`src/rtl/pipe_debug_ctrl.sv`:
```
// pipe_debug_ctrl: halts fetch on breakpoint/timeout, drains the pipe, streams r0-r31 out
module pipe_debug_ctrl #(
    parameter int DRAIN_CYCLES = 4,
    parameter int CNT_W        = 16,
    parameter int CYCLE_LIMIT  = 1000
) (
    input  logic             clk,
    input  logic             rstn,
    input  logic [31:0]      pc,
    input  logic             bp_en,
    input  logic [31:0]      bp_addr,
    input  logic             resume,
    input  logic [31:0]      reg_data,
    input  logic             dump_ready,
    output logic             cpu_stall,
    output logic [4:0]       reg_sel,
    output logic             dump_valid,
    output logic [31:0]      dump_data,
    output logic [4:0]       dump_idx,
    output logic             halted,
    output logic             bp_hit,
    output logic             timeout,
    output logic [CNT_W-1:0] cycle_count
);
    typedef enum logic [2:0] {RUN, DRAIN, SEL, SEND, HOLD} state_t;
    state_t state, state_nx;
    logic [3:0] drain_cnt;
    logic [4:0] idx;
    logic bp_mask, bp_cond, to_cond, drain_done;
    assign bp_cond = bp_en && (pc == bp_addr) && !bp_mask;
    assign to_cond = (CYCLE_LIMIT != 0) && (cycle_count == CNT_W'(CYCLE_LIMIT - 1));
    assign drain_done = drain_cnt == 4'(DRAIN_CYCLES - 1);
    assign reg_sel = idx;
    // next state and state-decoded outputs
    always_comb begin
        state_nx = state;
        cpu_stall = state != RUN;
        halted = state == HOLD;
        dump_valid = state == SEND;
        case (state)
            RUN:     state_nx = (bp_cond || to_cond) ? DRAIN : RUN;
            DRAIN:   state_nx = drain_done ? SEL : DRAIN;
            SEL:     state_nx = SEND;
            SEND:    state_nx = dump_ready ? ((idx == 5'd31) ? HOLD : SEL) : SEND;
            HOLD:    state_nx = resume ? RUN : HOLD;
            default: state_nx = RUN;
        endcase
    end
    // state register
    always_ff @(posedge clk or negedge rstn) begin
        if (!rstn) state <= RUN;
        else state <= state_nx;
    end
    // counters, flags, register index and captured dump beat
    always_ff @(posedge clk or negedge rstn) begin
        if (!rstn) begin
            drain_cnt   <= '0;
            idx         <= '0;
            bp_mask     <= 1'b0;
            bp_hit      <= 1'b0;
            timeout     <= 1'b0;
            cycle_count <= '0;
            dump_data   <= '0;
            dump_idx    <= '0;
        end else begin
            case (state)
                RUN: begin
                    cycle_count <= cycle_count + CNT_W'(cycle_count != '1);
                    if (pc != bp_addr) bp_mask <= 1'b0;
                    if (bp_cond) bp_hit <= 1'b1;
                    if (to_cond) timeout <= 1'b1;
                end
                DRAIN: begin
                    drain_cnt <= drain_done ? 4'd0 : drain_cnt + 4'd1;
                    idx <= '0;
                end
                SEL: begin
                    dump_data <= (idx == 5'd0) ? 32'd0 : reg_data;
                    dump_idx  <= idx;
                end
                SEND: if (dump_ready && idx != 5'd31) idx <= idx + 5'd1;
                HOLD: if (resume) begin
                    bp_hit      <= 1'b0;
                    timeout     <= 1'b0;
                    cycle_count <= '0;
                    bp_mask     <= 1'b1;
                end
                default: ;
            endcase
        end
    end
endmodule

```
`config.mk`:
```
export PLATFORM = sky130hd
export DESIGN_NAME = pipe_debug_ctrl
export DESIGN_NICKNAME = d
export VERILOG_FILES = /design/src/rtl/pipe_debug_ctrl.sv
export SDC_FILE = /design/constraint.sdc
export NUM_CORES = 1
export LEC_CHECK = 0
export ABC_AREA = 1
export CAP_MARGIN = 0
export CORE_ASPECT_RATIO = 0.8
export CORE_MARGIN = 8
export CORE_UTILIZATION = 35
export DETAILED_ROUTE_END_ITERATION = 16
export PLACE_DENSITY = 0.68
export SETUP_SLACK_MARGIN = 0.4
export SLEW_MARGIN = 20
export SYNTH_ARGS = -nofsm -noshare
export SYNTH_HDL_FRONTEND = slang
export SYNTH_SLANG_ARGS = --single-unit
```
`constraint.sdc`:
```
create_clock -name clk -period 2.6 [get_ports clk]
set_clock_uncertainty 0.2 [all_clocks]
set_input_delay 0.52 -clock clk [delete_from_list [all_inputs] [get_ports clk]]
set_output_delay 0.52 -clock clk [all_outputs]
set_load 0.005 [all_outputs]
```
* After elaboration in Yosys (flattened, before gate mapping) *
Index checks and enable logic that the tools add are counted.

storage, ports and cells
  output and inout bits = 63
  register bits = 68
  input port bits = 101
  logic and storage cells = 63

operators by class
  reduce and logical (&&, ||, !) cells = 15
  equal/unequal tests = 16
  multiplexer cells = 20
  add/subtract/negate cells = 3

operator list
  operator              count
  $eq 32x32->1          1
  $mux 32               1
  $ne 32x32->1          1
  $pmux 16 s2           1
  $add 16x1->16         1
  $eq 16x10->1 const B  1
  $mux 16               1
  $ne 16x16->1 const B  1
  $pmux 3 s5            1
  $pmux 5 s2            1
  $mux 3                3
  $reduce_and 3->1      3
  $ne 2x2->1 const B    4
  $eq 3x2->1 const B    2
  $mux 1                6
  $pmux 1 s2            3
  $add 5x1->5 const B   1
  $eq 5x5->1 const B    1
  $logic_not 5->1       1
  $mux 5                1
  $ne 5x5->1 const B    1
  $add 4x1->4 const B   1
  $eq 4x2->1 const B    1
  $mux 4                1
  other kinds (11)      15

* Logic depth before layout (Yosys ltp) *
Gate-level depths: netlist of run 1.

  depth in word-level cells = 6
  gate-level depth with buffers = 15
  gate-level depth less buffers = 15

* Least setup slack after synthesis of run 1 *
OpenSTA, ideal clock, no wires.

  path type = register to register
  start point = register cycle_count[7]
  end point = register cycle_count[6]
  data required time = 2270 ps
  library setup time = 130 ps
  setup slack = 435 ps
  cell stages (with the launch flop) = 14
  data arrival time = 1834 ps
  clock period less this slack = 2165 ps
  path buffers = 0
  cells stage by stage = dfrtp_1 nand2_1 nor2_1 nand3_1 inv_1 nand4_1 ha_1 ha_1 inv_1 nor2_1 nand2_2 nor2_2 o21ai_0 a21oi_1

on the way
  word-level cells in the longest chain between the ends = 3

RTL lines
  what                      RTL line  source
  start: declaration        23        output logic [CNT_W-1:0] cycle_count
  start signal: assignment  68        cycle_count <= cycle_count + CNT_W'(cycle_count != '1);
  $ne 16x16->1              68
  $add 16x1->16             68
  $pmux 16 s2               66        case (state)

No other way between the ends.
A chain may end at the register's enable or synchronous reset.

* Worst setup path in the final report of run 1 *
  start point = register state[1]
  end point = output halted

on the way
  word-level cells in the longest chain between the ends = 1

RTL lines
  what                      RTL line  source
  start: declaration        26        state_t state, state_nx;
  start signal: assignment  52        else state <= state_nx;
  $eq 3x3->1                38        halted = state == HOLD;
  end: declaration          20        output logic halted,

No other way between the ends.

==> impl_metrics.tcl, run 1 <==
set metrics [dict create \
    status "finished clean" \
    cap_violations 0 \
    hold_class "in -> async" \
    drv_slew 0 \
    critPathLaunch "state[1]" \
    die_w_um 132 \
    cp.buffers_inverters 2 \
    p_comb_share_pct 36.9 \
    cp-start-kind "flip-flop" \
    grt_pass1_wl_mm 18.8 \
    dpl_worst_slack_ns 0.210 \
    setup_viol 0 \
    initial_core_util_pct 35.3 \
    dpl.hpwl_mm 9.46 \
    gp_congestion 0.901 \
    final_util_pct 56.4 \
    num_rows 34 \
    grt_usage_pct 16.1 \
    clock_sinks 68 \
    crit_path_cell_trace "nor2_4, nand2_4, inv_4, dlygate4sd2_1" \
    maxSlewHeadroom_pct 54.4 \
    critical-path-max-stage-delay_ns 0.46 \
    numPortBuffers 163 \
    cts-root-buf "clkbuf_16" \
    drc 0 \
    drive_above_1_share_pct 10.4 \
    die-height_um 109 \
    netSwitchingFraction_pct 31.4 \
    wl_mm 12.0 \
    io_pins 164 \
    rsz0062_at_grt "yes" \
    firstDrtPassIters 5 \
    fp.dieArea_sq_mm 0.0144 \
    crit_cells 4 \
    placedInstanceArea_sq_mm 0.00559 \
    p_per_area_mw_per_mm2 730 \
    seq_area_frac_synth_pct 44.9 \
    seqPwrFrac_pct 35.4 \
    ys_ff_latch 68 \
    cts_hold_buf 0 \
    setup_tns_ns 0 \
    reg2reg_depth 13 \
    p_int_mw 3.03 \
    fmax_mhz 466 \
    path_max_fanout 6 \
    ctsHtreeMaxLevel 3 \
    antenna_cells 0 \
    clk_pin_slew_ns 0.06 \
    reg2reg_from "cycle_count[9]" \
    final_cell_count_no_fill 836 \
    grt_overflow 0 \
    switching_power_mw 1.39 \
    synthCells 507 \
    leakagePower_nw 2.92 \
    hold_viol_final 0 \
    endpoint_kind "output port" \
    fin_crit_sh_pct 82.5 \
    worstSkewPairLatency_ns 0.32 \
    power_frac_clock_pct 27.6 \
    grt_pass1_vias 3776 \
    routed_via_density 4.62 \
    final_area_sq_mm 0.00605 \
    yosys_warnings 0 \
    ys_types 33 \
    total_power_mw 4.41 \
    cp.required_ns 1.88 \
    area_growth_pct 59.7 \
    tightest_slew_ns 0.683 \
    cts_tree "built" \
    postSynthNetCount 614 \
    hold_slack_ns 0.0143 \
    crit_type "reg -> out" \
    crit_family "flip-flops" \
    cts_buffer_depth 2 \
    antenna_found_initial 0 \
    crit_slowest_cell "dfrtp_2" \
    post_drt_wl_per_cell_um 14.4 \
    setup_ws_ns 0.456 \
    numCtsBuffers 9 \
    drt_iter0_drc 233 \
    n_fill_cell 1000 \
    syn_area_sq_mm 0.00379 \
    vias 3860 \
    critPathArrivalTime_ns 1.42 \
    ant_nets 0 \
    vdd_drop_max_mv 0.425 \
    floorplan.core_area_sq_mm 0.0107 \
    final_nets 794 \
    fin_crit_ns 2.14 \
    placedCellCount 808 \
    grt_max_degree 69 \
    synth.avg_cell_area_sq_um 7.47 \
]
## cells in the mapped netlist, drive strengths merged
master	number	area, sq um
ha	6	75.1
o22ai	1	6.26
nand3	50	250
nor2	35	174
clkbuf	3	11.3
buf	8	40.0
nand4	12	75.1
or2	1	6.26
xor2	3	26.3
nand2	186	733
dfrtp	68	1700
nor4	1	6.26
o21ai	23	115
inv	69	262
a31oi	3	18.8
nand3b	1	7.51
o31ai	1	7.51
xnor2	16	140
nor3b	3	22.5
o32ai	1	8.76
o21bai	1	7.51
and3	1	6.26
a21oi	5	25.0
a22o	1	8.76
nor3	8	51.3
## layer usage
layer	vias up	wire (um)	global-route usage, %
met5	-	0	0
met4	0	70	3.15
met3	6	525	3.50
met2	76	6460	30.1
met1	1813	4960	18.9
li1	1965	-	-
## final cells by class
type                       instances  area [sq um]  area share, %
clock buffer                      10           239           3.95
clock inverter                     6          63.8           1.06
inverter                          69           262           4.33
multi-input combinational        359          1830           30.2
sequential                        68          1710           28.2
tap                              144           180           2.98
timing repair buffer             180          1770           29.2
## cell usage in the layout (no fill, tap or decap), types with 7 or more instances in the layout
master and count:
inv_1 61, o21ai_0 18, nand4_1 12, nor3_1 7, clkbuf_16 9, dfrtp_1 64, nand2_2 7, nor2_4 8
nand3_1 49, clkdlybuf4s50_1 159, buf_4 16, nor2_1 26, inv_2 7, nand2_1 175, xnor2_1 16
## sequential cells by signal, indices dropped and copies added (netlist names)
name         count
dump_data       32
cycle_count     16
dump_idx         5
reg_sel          5
drain_cnt        4
state            3
bp_hit           1
bp_mask          1
timeout          1
## path summary, 6_finish.rpt
check	endpoint	slack, ns
worst max-delay path	halted	0.46
worst min-delay path	dump_data[20]	0.01
worst max register to register	cycle_count[11]	0.47
worst min register to register	dump_data[24]	0.28
max in group asynchronous	state[2]	1.87
min in group clk	dump_data[24]	0.28
## power by group through the flow
stage | Combinational, mW | Sequential (mW) | Clock, mW
floorplan | 0.596 | 1.58 | 0
global placement | 1.53 | 1.56 | 0
detailed placement | 1.56 | 1.58 | 0
CTS | 1.60 | 1.56 | 1.24
global route | 1.79 | 1.60 | 1.28
finish | 1.63 | 1.56 | 1.22
## logic make-up (layout without fill, tap and decap cells)
logic type | Yosys count | after routing | synth area share [%]
flip-flops | 68 | 68 | 44.9
AO/OA/AOI/OAI | 36 | 36 | 5.22
AND/OR/NAND/NOR | 298 | 298 | 35.2
XOR/XNOR | 19 | 19 | 4.40
buffers and inverters | 80 | 265 | 8.26
adder cells (fa/ha/maj) | 6 | 6 | 1.98
## what timing repair did
| item | 4_1_cts | 5_1_grt |
|---|---|---|
| resized for setup | 11 | 14 |
| hold endpoints to repair | 0 | 0 |
| buffers inserted | 5 | 7 |
| pin swaps | 1 | 6 |
| endpoints found under the setup margin | 9 | 12 |
(Power assumes the default switching activity.)
==> run 2, diff against run 1 <==
Settings changed: PLACE_DENSITY 0.68 to 0.71.
Clock period 2.6 ns to 1.8 ns, I/O delays scaled along.
==> impl_metrics.tcl, run 2 (synthesis results as in run 1) <==
set metrics [dict create \
    crit_family "simple AND/OR/NAND/NOR gates" \
    crit_cells 15 \
    critical-path-max-stage-delay_ns 0.42 \
    wl_met1_mm 7.38 \
    reg2reg_depth 15 \
    cp-start-kind "flip-flop" \
    ctsHtreeMaxLevel 3 \
    area_growth_pct 119 \
    grt_pass1_wl_mm 24.9 \
    path_max_fanout 3 \
    hold_class "reg -> reg" \
    crit_slowest_cell "dfrtp_1" \
    route.met3.wl_mm 1.36 \
    fmax_mhz 462 \
    setup_tns_ns -5.53 \
    drive_above_1_share_pct 48.8 \
    num_rows 34 \
    leakagePower_nw 4.44 \
    netSwitchingFraction_pct 36.4 \
    final_util_pct 77.2 \
    wl_mm 20.3 \
    rsz0062_at_grt "yes" \
    clk_pin_slew_ns 0.06 \
    antenna_found_initial 1 \
    cp.buffers_inverters 4 \
    p_int_mw 5.44 \
    die_w_um 132 \
    crit_type "reg -> reg" \
    maxSlewHeadroom_pct 73.8 \
    vias 5178 \
    cp.required_ns 1.86 \
    ant_nets 0 \
    drc 0 \
    cts-root-buf "clkbuf_16" \
    gp_congestion 0.888 \
    final_nets 953 \
    firstDrtPassIters 5 \
    endpoint_kind "flip-flop" \
    setup_viol 56 \
    status "complete, but fails checks" \
    numCtsBuffers 9 \
    final_common_cell "nand2_1" \
    initial_core_util_pct 35.3 \
    placedInstanceArea_sq_mm 0.00606 \
    total_power_mw 8.56 \
    routed_via_density 5.20 \
    worstSkewPairLatency_ns 0.34 \
    dpl.hpwl_mm 9.82 \
    seqPwrFrac_pct 26.4 \
    vdd_drop_max_mv 0.580 \
    grt_pass1_vias 5102 \
    fin_crit_ns 2.17 \
    grt_max_degree 69 \
    final_area_sq_mm 0.00827 \
    holdPathStages 2 \
    p_comb_share_pct 51.0 \
    post_drt_wl_per_cell_um 20.4 \
    violations "negative setup slack" \
    cts_tree "built" \
    cts_buffer_depth 2 \
    power_frac_clock_pct 22.6 \
    die-height_um 109 \
    mostFrequentLayoutCells "nand2_1 (103), buf_4 (98), buf_6 (76)" \
    setup_ws_ns -0.365 \
    drt_iter0_drc 403 \
    tightest_slew_ns 0.392 \
    critPathArrivalTime_ns 2.23 \
    fp.dieArea_sq_mm 0.0144 \
    route.met2.wl_mm 10.5 \
    grt_overflow 0 \
    largest_reg_flops 32 \
    reg.largest.list "dump_data: 32 flops, cycle_count: 16 flops" \
    grt_usage_pct 21.3 \
    dpl_worst_slack_ns -0.188 \
    fin_crit_sh_pct 120 \
    numPortBuffers 163 \
    crit_path_cell_trace "nand2_2, inv_1, nand3_2, inv_2, nand4_1, ha_2, ha_4, inv_4, nor2_4, nand2_4, nor2_4, nand2_2, nand2_1, inv_2, nor2_1" \
    top_register "dump_data" \
    switching_power_mw 3.12 \
    p_per_area_mw_per_mm2 1030 \
    io_pins 164 \
    floorplan.core_area_sq_mm 0.0107 \
    cap_violations 0 \
    clock_sinks 68 \
    drv_slew 0 \
    dr.max_layer_used "met4" \
    hold_viol_final 0 \
]
run 2: cell types whose count changed in the layout (fill, tap and decap cells not counted), sizes merged, moves of 6 or more:
cell	change
buf	+212
clkdlybuf4s50	-117
dlygate4sd2	+26
dlymetal6s2s	+28
inv	+6
run 2: area by class of cell:
type	instances	area [sq um]
Timing Repair Buffer	332	3180
Multi-Input combinational cell	359	2480
Fill cell	633	2450
Sequential cell	68	1710
Inverter	69	300
Clock buffer	10	229
Tap cell	144	180
Timing Repair inverter	7	113
Clock inverter	6	88.8
Antenna cell	1	2.50
run 2: worst paths after layout:
check | endpoint | slack, ns | start
max | cycle_count[8] | -0.37 | cycle_count[5]
min | dump_data[27] | 0.29 | dump_data[27]
max reg2reg | cycle_count[8] | -0.37 | cycle_count[5]
min reg2reg | dump_data[27] | 0.29 | dump_data[27]
max in group asynchronous | state[1] | 0.67 | rstn
min in group asynchronous | dump_data[18] | 0.38 | rstn
run 2: metal layers:
metal  vias to the layer above  track usage, %
met3                       100            4.33
met5                         -               0
met2                       289            39.4
met4                         0            9.54
met1                      2502            23.6
li1                       2287               -
run 2: power by group through the flow:
stage	Combinational (mW)	Sequential [mW]	Clock [mW]
2_1_floorplan	1.00	2.29	0
3_3_place_gp	2.61	2.20	0
3_5_place_dp	2.68	2.22	0
4_1_cts	3.38	2.22	1.92
5_1_grt	4.62	2.29	1.99
6_report	4.37	2.26	1.93
run 2: stage by stage:
step | cells | hold WS, ns
2_1_floorplan | 507 | -0.136
5_1_grt | 996 | 0.306
4_1_cts | 948 | 0.271
6_report | 996 | 0.289
3_3_place_gp | 854 | 0.211
3_5_place_dp | 854 | 0.221
run 2: worst register-to-register path, cell delays in order, from the launching register on:
cell	delay, ns
dfrtp_1	0.42
nand2_2	0.10
inv_1	0.07
nand3_2	0.10
inv_2	0.05
nand4_1	0.08
ha_2	0.23
ha_4	0.16
inv_4	0.04
nor2_4	0.13
nand2_4	0.08
nor2_4	0.12
nand2_2	0.09
nand2_1	0.08
inv_2	0.05
nor2_1	0.11
run 2: what timing repair did:
| action | in CTS | in global routing |
|---|---|---|
| hold buffers | 1 | 0 |
| gates resized for setup | 441 | 138 |
| pin swaps | 75 | 51 |
| endpoints found under the hold margin | 68 | 0 |
| cloned | 10 | 1 |
| setup endpoints to repair | 130 | 131 |
| buffers inserted | 67 | 46 |
